### src/rtl/adpll_pkg.sv
// Shared ADPLL definitions: lock-detector FSM state encoding and helpers.
// Latency: none (types and functions only).
// Backpressure: not applicable.
package adpll_pkg;

    // Encodings are visible on state_o, so the values are fixed.
    typedef enum logic [1:0] {
        ST_IDLE    = 2'd0,
        ST_ACQUIRE = 2'd1,
        ST_LOCKED  = 2'd2,
        ST_SLIP    = 2'd3
    } lock_state_t;

    // True for the states in which the loop is reported as locked.
    function automatic logic holds_lock(input lock_state_t s);
        return (s == ST_LOCKED) || (s == ST_SLIP);
    endfunction

endpackage

### src/rtl/edge_sync.sv
// Brings an asynchronous clock into clk's domain and emits a one-cycle pulse per rising edge.
// Latency: pulse is high 3 clk cycles after the async rising edge (2 sync flops + registered detect).
// Backpressure: none; every edge seen after the synchronizer has filled yields one pulse.
//
// Ports: clk, rst_n (async active-low), async_in (asynchronous level), pulse (one-cycle strobe).
module edge_sync (
    input  logic clk,
    input  logic rst_n,
    input  logic async_in,
    output logic pulse
);

    logic       meta;
    logic       sync;
    logic       sync_prev;
    logic [1:0] fill_cnt;

    // fill_cnt holds off detection until meta, sync and sync_prev all carry real
    // samples of async_in, so an input that is already high when reset releases
    // is not mistaken for a rising edge.
    always_ff @(posedge clk or negedge rst_n) begin
        if (!rst_n) begin
            meta      <= 1'b0;
            sync      <= 1'b0;
            sync_prev <= 1'b0;
            fill_cnt  <= 2'd0;
            pulse     <= 1'b0;
        end else begin
            meta      <= async_in;
            sync      <= meta;
            sync_prev <= sync;
            if (fill_cnt != 2'd3) begin
                fill_cnt <= fill_cnt + 2'd1;
            end
            pulse     <= (fill_cnt == 2'd3) && sync && !sync_prev;
        end
    end

endmodule

### src/rtl/lock_detector.sv
// Phase-lock detector: qualifies phase-error samples taken on ref_clk_i edges and tracks lock.
// Latency: ref edge -> strobe 3 cycles, error captured on strobe, FSM/outputs update 2 cycles later.
// Backpressure: none; samples arriving while disabled or idle are dropped.
//
// Ports: fpga_clk_i/reset_i (async active-low) clock and reset; enable_i detector enable;
//        ref_clk_i asynchronous reference; error_i signed phase error;
//        locked_o, lock_lost_o (1-cycle pulse), state_o, good_cnt_o, timeout_o status.
// Optional feature: define LOCK_DET_TIMEOUT_EN to add the sample watchdog (TIMEOUT_CYCLES);
//        otherwise timeout_o is tied low.
module lock_detector
    import adpll_pkg::*;
#(
    parameter int ERROR_WIDTH  = 8,
    parameter int LOCK_TOL     = 2,
    parameter int LOCK_COUNT   = 16,
    parameter int UNLOCK_COUNT = 4,
    parameter int CNT_WIDTH    = 8
`ifdef LOCK_DET_TIMEOUT_EN
    ,
    parameter int TIMEOUT_CYCLES = 1024
`endif
) (
    input  logic                          fpga_clk_i,
    input  logic                          reset_i,
    input  logic                          enable_i,
    input  logic                          ref_clk_i,
    input  logic signed [ERROR_WIDTH-1:0] error_i,
    output logic                          locked_o,
    output logic                          lock_lost_o,
    output logic [1:0]                    state_o,
    output logic [CNT_WIDTH-1:0]          good_cnt_o,
    output logic                          timeout_o
);

    localparam logic [CNT_WIDTH-1:0] LOCK_N   = CNT_WIDTH'(LOCK_COUNT);
    localparam logic [CNT_WIDTH-1:0] UNLOCK_N = CNT_WIDTH'(UNLOCK_COUNT);
    localparam logic [CNT_WIDTH-1:0] CNT_ONE  = CNT_WIDTH'(1);

    // Tolerance is compared on a one-bit-wider signed value, so the most
    // negative code compares correctly without needing abs().
    localparam logic signed [ERROR_WIDTH:0] TOL_HI = (ERROR_WIDTH+1)'(LOCK_TOL);
    localparam logic signed [ERROR_WIDTH:0] TOL_LO = -TOL_HI;

    logic                          strobe;
    logic                          sample_vld;
    logic signed [ERROR_WIDTH-1:0] err_q;
    logic signed [ERROR_WIDTH:0]   err_ext;
    logic                          in_tol;
    logic                          wd_fire;

    lock_state_t          state_q, state_d;
    logic [CNT_WIDTH-1:0] good_q, good_d;
    logic [CNT_WIDTH-1:0] miss_q, miss_d;
    logic                 lost_d;
    logic                 locked_q;
    logic                 lost_q;

    edge_sync u_edge_sync (
        .clk      (fpga_clk_i),
        .rst_n    (reset_i),
        .async_in (ref_clk_i),
        .pulse    (strobe)
    );

    // A strobe seen while enable_i is low (including the cycle it falls) is
    // never turned into a sample.
    always_ff @(posedge fpga_clk_i or negedge reset_i) begin
        if (!reset_i) begin
            err_q      <= '0;
            sample_vld <= 1'b0;
        end else begin
            sample_vld <= strobe && enable_i;
            if (strobe && enable_i) begin
                err_q <= error_i;
            end
        end
    end

    assign err_ext = {err_q[ERROR_WIDTH-1], err_q};
    assign in_tol  = (err_ext >= TOL_LO) && (err_ext <= TOL_HI);

`ifdef LOCK_DET_TIMEOUT_EN
    localparam int WD_W = $clog2(TIMEOUT_CYCLES + 1);

    logic [WD_W-1:0] wd_cnt;
    logic            timeout_q;

    assign wd_fire = (state_q != ST_IDLE) && !strobe &&
                     (wd_cnt == WD_W'(TIMEOUT_CYCLES - 1));

    always_ff @(posedge fpga_clk_i or negedge reset_i) begin
        if (!reset_i) begin
            wd_cnt    <= '0;
            timeout_q <= 1'b0;
        end else begin
            if ((state_q == ST_IDLE) || strobe || wd_fire) begin
                wd_cnt <= '0;
            end else begin
                wd_cnt <= wd_cnt + WD_W'(1);
            end
            if ((state_q == ST_IDLE) || strobe) begin
                timeout_q <= 1'b0;
            end else if (wd_fire) begin
                timeout_q <= 1'b1;
            end
        end
    end

    assign timeout_o = timeout_q;
`else
    assign wd_fire   = 1'b0;
    assign timeout_o = 1'b0;
`endif

    always_ff @(posedge fpga_clk_i or negedge reset_i) begin
        if (!reset_i) begin
            state_q  <= ST_IDLE;
            good_q   <= '0;
            miss_q   <= '0;
            locked_q <= 1'b0;
            lost_q   <= 1'b0;
        end else begin
            state_q  <= state_d;
            good_q   <= good_d;
            miss_q   <= miss_d;
            // Derived from next state so LOCKED<->SLIP never dips locked_o.
            locked_q <= holds_lock(state_d);
            lost_q   <= lost_d;
        end
    end

    always_comb begin
        state_d = state_q;
        good_d  = good_q;
        miss_d  = miss_q;
        lost_d  = 1'b0;

        if (!enable_i) begin
            // Disabling is a deliberate stop, not a loss of lock: no pulse.
            state_d = ST_IDLE;
            good_d  = '0;
            miss_d  = '0;
        end else if (wd_fire) begin
            state_d = ST_ACQUIRE;
            good_d  = '0;
            miss_d  = '0;
            lost_d  = holds_lock(state_q);
        end else begin
            case (state_q)
                ST_IDLE: begin
                    state_d = ST_ACQUIRE;
                    good_d  = '0;
                    miss_d  = '0;
                end
                ST_ACQUIRE: begin
                    if (sample_vld) begin
                        if (in_tol) begin
                            good_d = good_q + CNT_ONE;
                            if (good_d >= LOCK_N) begin
                                state_d = ST_LOCKED;
                                good_d  = LOCK_N;
                            end
                        end else begin
                            good_d = '0;
                        end
                    end
                end
                ST_LOCKED: begin
                    if (sample_vld) begin
                        if (in_tol) begin
                            if (good_q < LOCK_N) begin
                                good_d = good_q + CNT_ONE;
                            end
                        end else if (UNLOCK_N <= CNT_ONE) begin
                            state_d = ST_ACQUIRE;
                            good_d  = '0;
                            miss_d  = '0;
                            lost_d  = 1'b1;
                        end else begin
                            // good_cnt is held through SLIP: the lock is still claimed.
                            state_d = ST_SLIP;
                            miss_d  = CNT_ONE;
                        end
                    end
                end
                ST_SLIP: begin
                    if (sample_vld) begin
                        if (in_tol) begin
                            state_d = ST_LOCKED;
                            miss_d  = '0;
                        end else begin
                            miss_d = miss_q + CNT_ONE;
                            if (miss_d >= UNLOCK_N) begin
                                state_d = ST_ACQUIRE;
                                good_d  = '0;
                                miss_d  = '0;
                                lost_d  = 1'b1;
                            end
                        end
                    end
                end
                default: begin
                    state_d = ST_IDLE;
                end
            endcase
        end
    end

    assign state_o     = state_q;
    assign good_cnt_o  = good_q;
    assign locked_o    = locked_q;
    assign lock_lost_o = lost_q;

endmodule

### config.mk
export PLATFORM = sky130hd
export DESIGN_NAME = lock_detector
export DESIGN_NICKNAME = d
export VERILOG_FILES = /design/src/rtl/adpll_pkg.sv /design/src/rtl/edge_sync.sv /design/src/rtl/lock_detector.sv
export SDC_FILE = /design/constraint.sdc
export NUM_CORES = 1
export LEC_CHECK = 0
export ABC_CLOCK_PERIOD_IN_PS = 3000
export BUFFER_PORTS_ARGS = -buffer_cell sky130_fd_sc_hd__clkbuf_2
export CORE_AREA = 2 2 81 44
export DETAILED_ROUTE_END_ITERATION = 10
export DIE_AREA = 0 0 83 46
export PLACE_DENSITY = 0.78
export SLEW_MARGIN = 20
export SYNTH_ARGS = -nofsm -noshare
export SYNTH_HDL_FRONTEND = slang
export SYNTH_SLANG_ARGS = --single-unit
### constraint.sdc
create_clock -name fpga_clk_i -period 3 [get_ports fpga_clk_i]
set_input_delay 0.45 -clock fpga_clk_i [delete_from_list [all_inputs] [get_ports fpga_clk_i]]
set_output_delay 0.45 -clock fpga_clk_i [all_outputs]
set_load 0.02 [all_outputs]
# == After elaboration in Yosys (flattened, before gate mapping) ==
# Cells that the tools add are included.
# word_totals
ff_bits,35
latch_bits,0
ram_bits,0
romBits,0
in_bits,12
out_inout_bits,13
wordCells,78
mem_count,0
# classes
add_sub_neg,3
mul,0
n_div,0
order_cmp,5
eq_ne,16
shift,0
mux,33
n_bitwise,0
n_reduce_logical,9
# ops
operator,n
two-way mux 8 bit,16
one-hot mux 8 bit (4 select lines),1
one-hot mux 8 bit (3 select lines),1
two-way mux 2 bit,9
inequality test 3 bit (second input constant),6
adder 8 x 1 -> 8 bit (second input constant),2
equality test 2 bit (second input constant),5
greater-or-equal comparator 8 x 2 -> 1 bit (second input constant),1
greater-or-equal comparator 8 x 3 -> 1 bit (second input constant),1
greater-or-equal comparator 8 x 5 -> 1 bit (second input constant),1
less-or-equal comparator 8 x 3 -> 1 bit (second input constant),1
less-than comparator 8 x 5 -> 1 bit (second input constant),1
one-hot mux 2 bit (4 select lines),1
AND reduction 7 bit,1
inequality test 3 x 2 -> 1 bit (second input constant),2
two-way mux 1 bit,5
logical AND 1 bit,4
inequality test 4 x 1 -> 1 bit (second input constant),1
AND reduction 4 bit,1
adder 2 x 1 -> 2 bit (second input constant),1
equality test 2 x 1 -> 1 bit (second input constant),1
logical NOT 2 bit,1
inequality test 2 bit (second input constant),1
logical NOT 1 bit,1
logical OR 1 bit,1

# == Logic depth before layout (Yosys ltp) ==
# logic_depth
depth_word,9
mapped_depth,10
mapped_depth_nobuf,8

# == Hierarchy ==
# A second synthesis with hierarchy kept.
# hier_totals
hier_cells,159
area_unflattened_um2,1770.4
# modules_own_cells
module,instances,cells_per_inst,area_per_inst_um2,seq_area_each_um2
lock_detector,1,149,1574.0,725.7
edge_sync,1,10,196.4,150.1

# == Least setup slack after synthesis ==
# OpenSTA, ideal clock, no wires.
# synth_timing
path_type,reg-to-reg
from,reg miss_q[6]
to,reg good_q[2] (netlist: good_cnt_o[2])
setup_time_ps,130
arrival_ps,1994
setup_slack_ps,876
path_stages_with_launch,7
n_path_buf,0
synth_period_minus_slack_ps,2124
cell_sequence,dfrtp_1 -> or4_1 -> or3_1 -> or3_1 -> a41oi_2 -> nand3b_1 -> o21ai_0
# synth_via
elab_chain_len,4
# synth_lines
item,line,rtl
"start, declared",lock_detector.sv:53,"logic [CNT_WIDTH-1:0] miss_q, miss_d;"
"start signal, assigned",lock_detector.sv:125,miss_q <= miss_d;
adder 8 x 1 -> 8 bit,lock_detector.sv:192,miss_d = miss_q + CNT_ONE;
greater-or-equal comparator 8 x 3 -> 1 bit,lock_detector.sv:193,if (miss_d >= UNLOCK_N) begin
inequality test 3 x 2 -> 1 bit (no line),-,
AND reduction 7 bit (no line),-,
"end signal, assigned",lock_detector.sv:124,good_q <= good_d;
"end, declared",lock_detector.sv:52,"logic [CNT_WIDTH-1:0] good_q, good_d;"
# No other way between the ends.
# A chain may end at the register's enable or synchronous reset.

# == Worst setup path in the final report ==
# Same ends and word-level chain as after synthesis.

==> summary.md <==
| Metric | Value |
|---|---|
| Status | finished, final reports clean |
| Synth Cell Area | 1690 um^2 |
| ANT nets after route | 0 |
| Drt wl/cell | 15.4 um |
| Leakage | 0.906 nW |
| Total GRT Usage | 20.8% |
| Layout cells sized above 1 | 26.8% |
| Initial antenna violation count | 0 |
| Hold Buf Count CTS | 0 |
| Slew headroom | 43.7% |
| Mean area per synthesized cell | 10.9 um^2 |
| Total clock buffers created by CTS | 5 |
| Ports | 25 |
| Post-synth net total | 174 |
| First-pass GRT wire length | 5.86 mm |
| WP data required | 3170 ps |
| TritonRoute pass-1 iters | 4 |
| Yosys cell types | 44 |
| Setup Total Neg Slack | 0 ps |
| Most used DFF post-synth | dfrtp_1 |
| Met3 WL | 253 um |
| CTS Buffer Depth | 2 |
| Vias per inst | 5.73 |
| Wire length on met2 | 1.55 mm |
| Final net count | 201 |
| Final Util | 60.5% |
| Critical path type | flip-flop to flip-flop |
| Antenna fix cells | 0 |
| Routed Wire Length | 3.46 mm |
| Max Cap Viol | 0 |
| CTS Sinks | 35 |
| Ys async rst share | 100% |
| Syn. warnings | 0 |
| Largest net degree at the start of global routing | 36 |
| Final period util | 84.4% |
| Fmax | 0.395 GHz |
| GP Congestion | 0.872 |
| Synthesized instance count | 155 |
| Endpoints failing hold | 0 |
| Worst Path Max Fanout | 11 |
| Post-synth EDFFs | 0 |
| Power Dens Cells | 502 nW/um^2 |
| Iteration-0 DRC Markers | 98 |
| Die area | 3820 um^2 |
| Chip height | 46 um |
| DP Cell Count | 217 |
| R2R setup slack | 470 ps |
| Final slew viol count | 0 |
| DRC | 0 |
| CP startpoint kind | flip-flop |
| Initial core utilization | 52.8% |
| Most frequent cells in the layout | 35 x dfrtp_1, 23 x clkbuf_2, 12 x nand2_1, 10 x nor2_1, 9 x mux2_2 |
| Seq/Total Area, Yosys | 51.7% |
| CTS tree | built |
| Final Non-Filler Cells | 225 |
| Post_cts resized | 0 |
| Port bufs | 23 |
| Metal-1 WL | 1.63 mm |
| CTS root buf | clkbuf_8 |
| Core footprint | 3210 um^2 |
| Worst setup EP type | flip-flop |
| Max Used Layer | met4 |
| HPWL after DPL | 2.46 mm |
| Total grt overflow | 0 |
| Area grow syn2layout | 14.7% |
| Final setup vio count | 0 |
| #FFs+latches synth | 35 |
| RSZ-0062 raised after global routing | no |
| Min Tclk post-route | 2530 ps |
| Worst Skew | 8.20 ps |
| HP Class | input port to async pin |
| Via count | 1289 |
| Vias in the first global route | 1219 |
| Row count | 15 |
| Worst-Skew Late Latency | 290 ps |
| Slew @ Worst Pin | 845 ps |
| Most common cell after layout, fill and taps aside | dfrtp_1 |
| Post-CTS Setup Repair Bufs | 0 |
| Die X-Extent | 83 um |
| Clk pin slew, worst setup/hold paths | 70 ps |
| Worst vdd ir | 0.000336 V |
| Arr. time, crit path | 2710 ps |
| H-tree levels | 2 |
[where the power goes]
part	leakage (nW)	total [mW]	switching [mW]	internal, mW
Sequential	0.451	0.515	0.0183	0.497
Clock	0.0505	0.380	0.171	0.209
Combinational	0.404	0.0812	0.0450	0.0362
Total	0.906	0.976	0.234	0.742
[critical path, stage by stage (launching register included)]
cell and delay [ps]:
dfrtp_1 380, or4_1 530, or3_1 380, or3_1 350
a41oi_2 460, nand3b_1 220, o21ai_0 100
[flip-flops by register name, summed over array words and instances, names as in the netlist]
name	flops
err_q	8
good_cnt_o	8
lock_lost_o	1
locked_o	1
miss_q	8
sample_vld	1
state_o	2
u_edge_sync.fill_cnt	2
u_edge_sync.meta	1
u_edge_sync.pulse	1
u_edge_sync.sync	1
u_edge_sync.sync_prev	1
[path summary, 6_finish.rpt]
path	cells past startpoint	end	startpoint
worst min-delay path	1	err_q[1]	reset_i
min in group fpga_clk_i	1	u_edge_sync.meta	ref_clk_i
max in group asynchronous	1	err_q[3]	reset_i
worst min register to register	0	u_edge_sync.sync	u_edge_sync.meta
worst max register to register	6	good_cnt_o[2]	miss_q[6]
worst max-delay path	6	good_cnt_o[2]	miss_q[6]
[cell usage after synthesis (2+ instances only)]
| cell type | n | share of area [%] |
|---|---|---|
| a21oi_1 | 6 | 1.8 |
| nor2_1 | 10 | 2.2 |
| nand4_1 | 2 | 0.74 |
| and3_1 | 2 | 0.74 |
| mux2_2 | 9 | 6.0 |
| ha_1 | 7 | 5.2 |
| dfrtp_1 | 35 | 52 |
| nor3_1 | 2 | 0.59 |
| o41ai_1 | 2 | 1.0 |
| nand2_1 | 12 | 2.7 |
| or3_1 | 2 | 0.74 |
| o21ai_0 | 5 | 1.5 |
| and2_1 | 6 | 2.2 |
| o31ai_1 | 3 | 1.3 |
| o21a_1 | 2 | 0.89 |
| inv_1 | 7 | 1.6 |
| o22ai_1 | 3 | 1.1 |
| nand3_1 | 5 | 1.5 |
| nor2b_1 | 2 | 0.74 |
| a32oi_1 | 2 | 1.0 |
| and2_2 | 5 | 2.2 |
| a31oi_1 | 2 | 0.74 |
| or4_1 | 3 | 1.3 |
[kinds of logic after synthesis]
group / count (synthesis) / share of synthesized area, %
multiplexers: 10 / 6.57
other: 1 / 0.221
adder cells (fa/ha/maj): 7 / 5.17
buffers and inverters: 10 / 2.88
XOR/XNOR: 2 / 1.03
flip-flops: 35 / 51.7
AND/OR/NAND/NOR: 53 / 16.5
AO/OA/AOI/OAI: 37 / 16.0
[metrics by stage]
step / power (mW) / worst slack (ps) / hold WS [ps] / cell area [um^2]
2_1_floorplan: 0.574 / 876 / 154 / 1690
3_3_place_gp: 0.600 / 578 / 335 / 1840
3_5_place_dp: 0.605 / 496 / 350 / 1840
4_1_cts: 0.985 / 491 / 261 / 1940
5_1_grt: 1.03 / 296 / 252 / 1940
6_report: 0.976 / 467 / 255 / 1940
[per-layer routing]
metal | global-route usage [%] | vias up
li1 | - | 615
met1 | 28.0 | 624
met2 | 31.5 | 46
met3 | 8.51 | 4
met4 | 6.56 | 0
met5 | 0 | -
[final cells by class]
type	instances	area [um^2]
sequential	35	876
clock inverter	1	7.51
fill	261	1270
multi-input combinational	110	769
inverter	7	26.3
clock buffer	7	96.3
tap	42	52.6
timing repair buffer	23	115
Power figures use the tool's default switching activity.
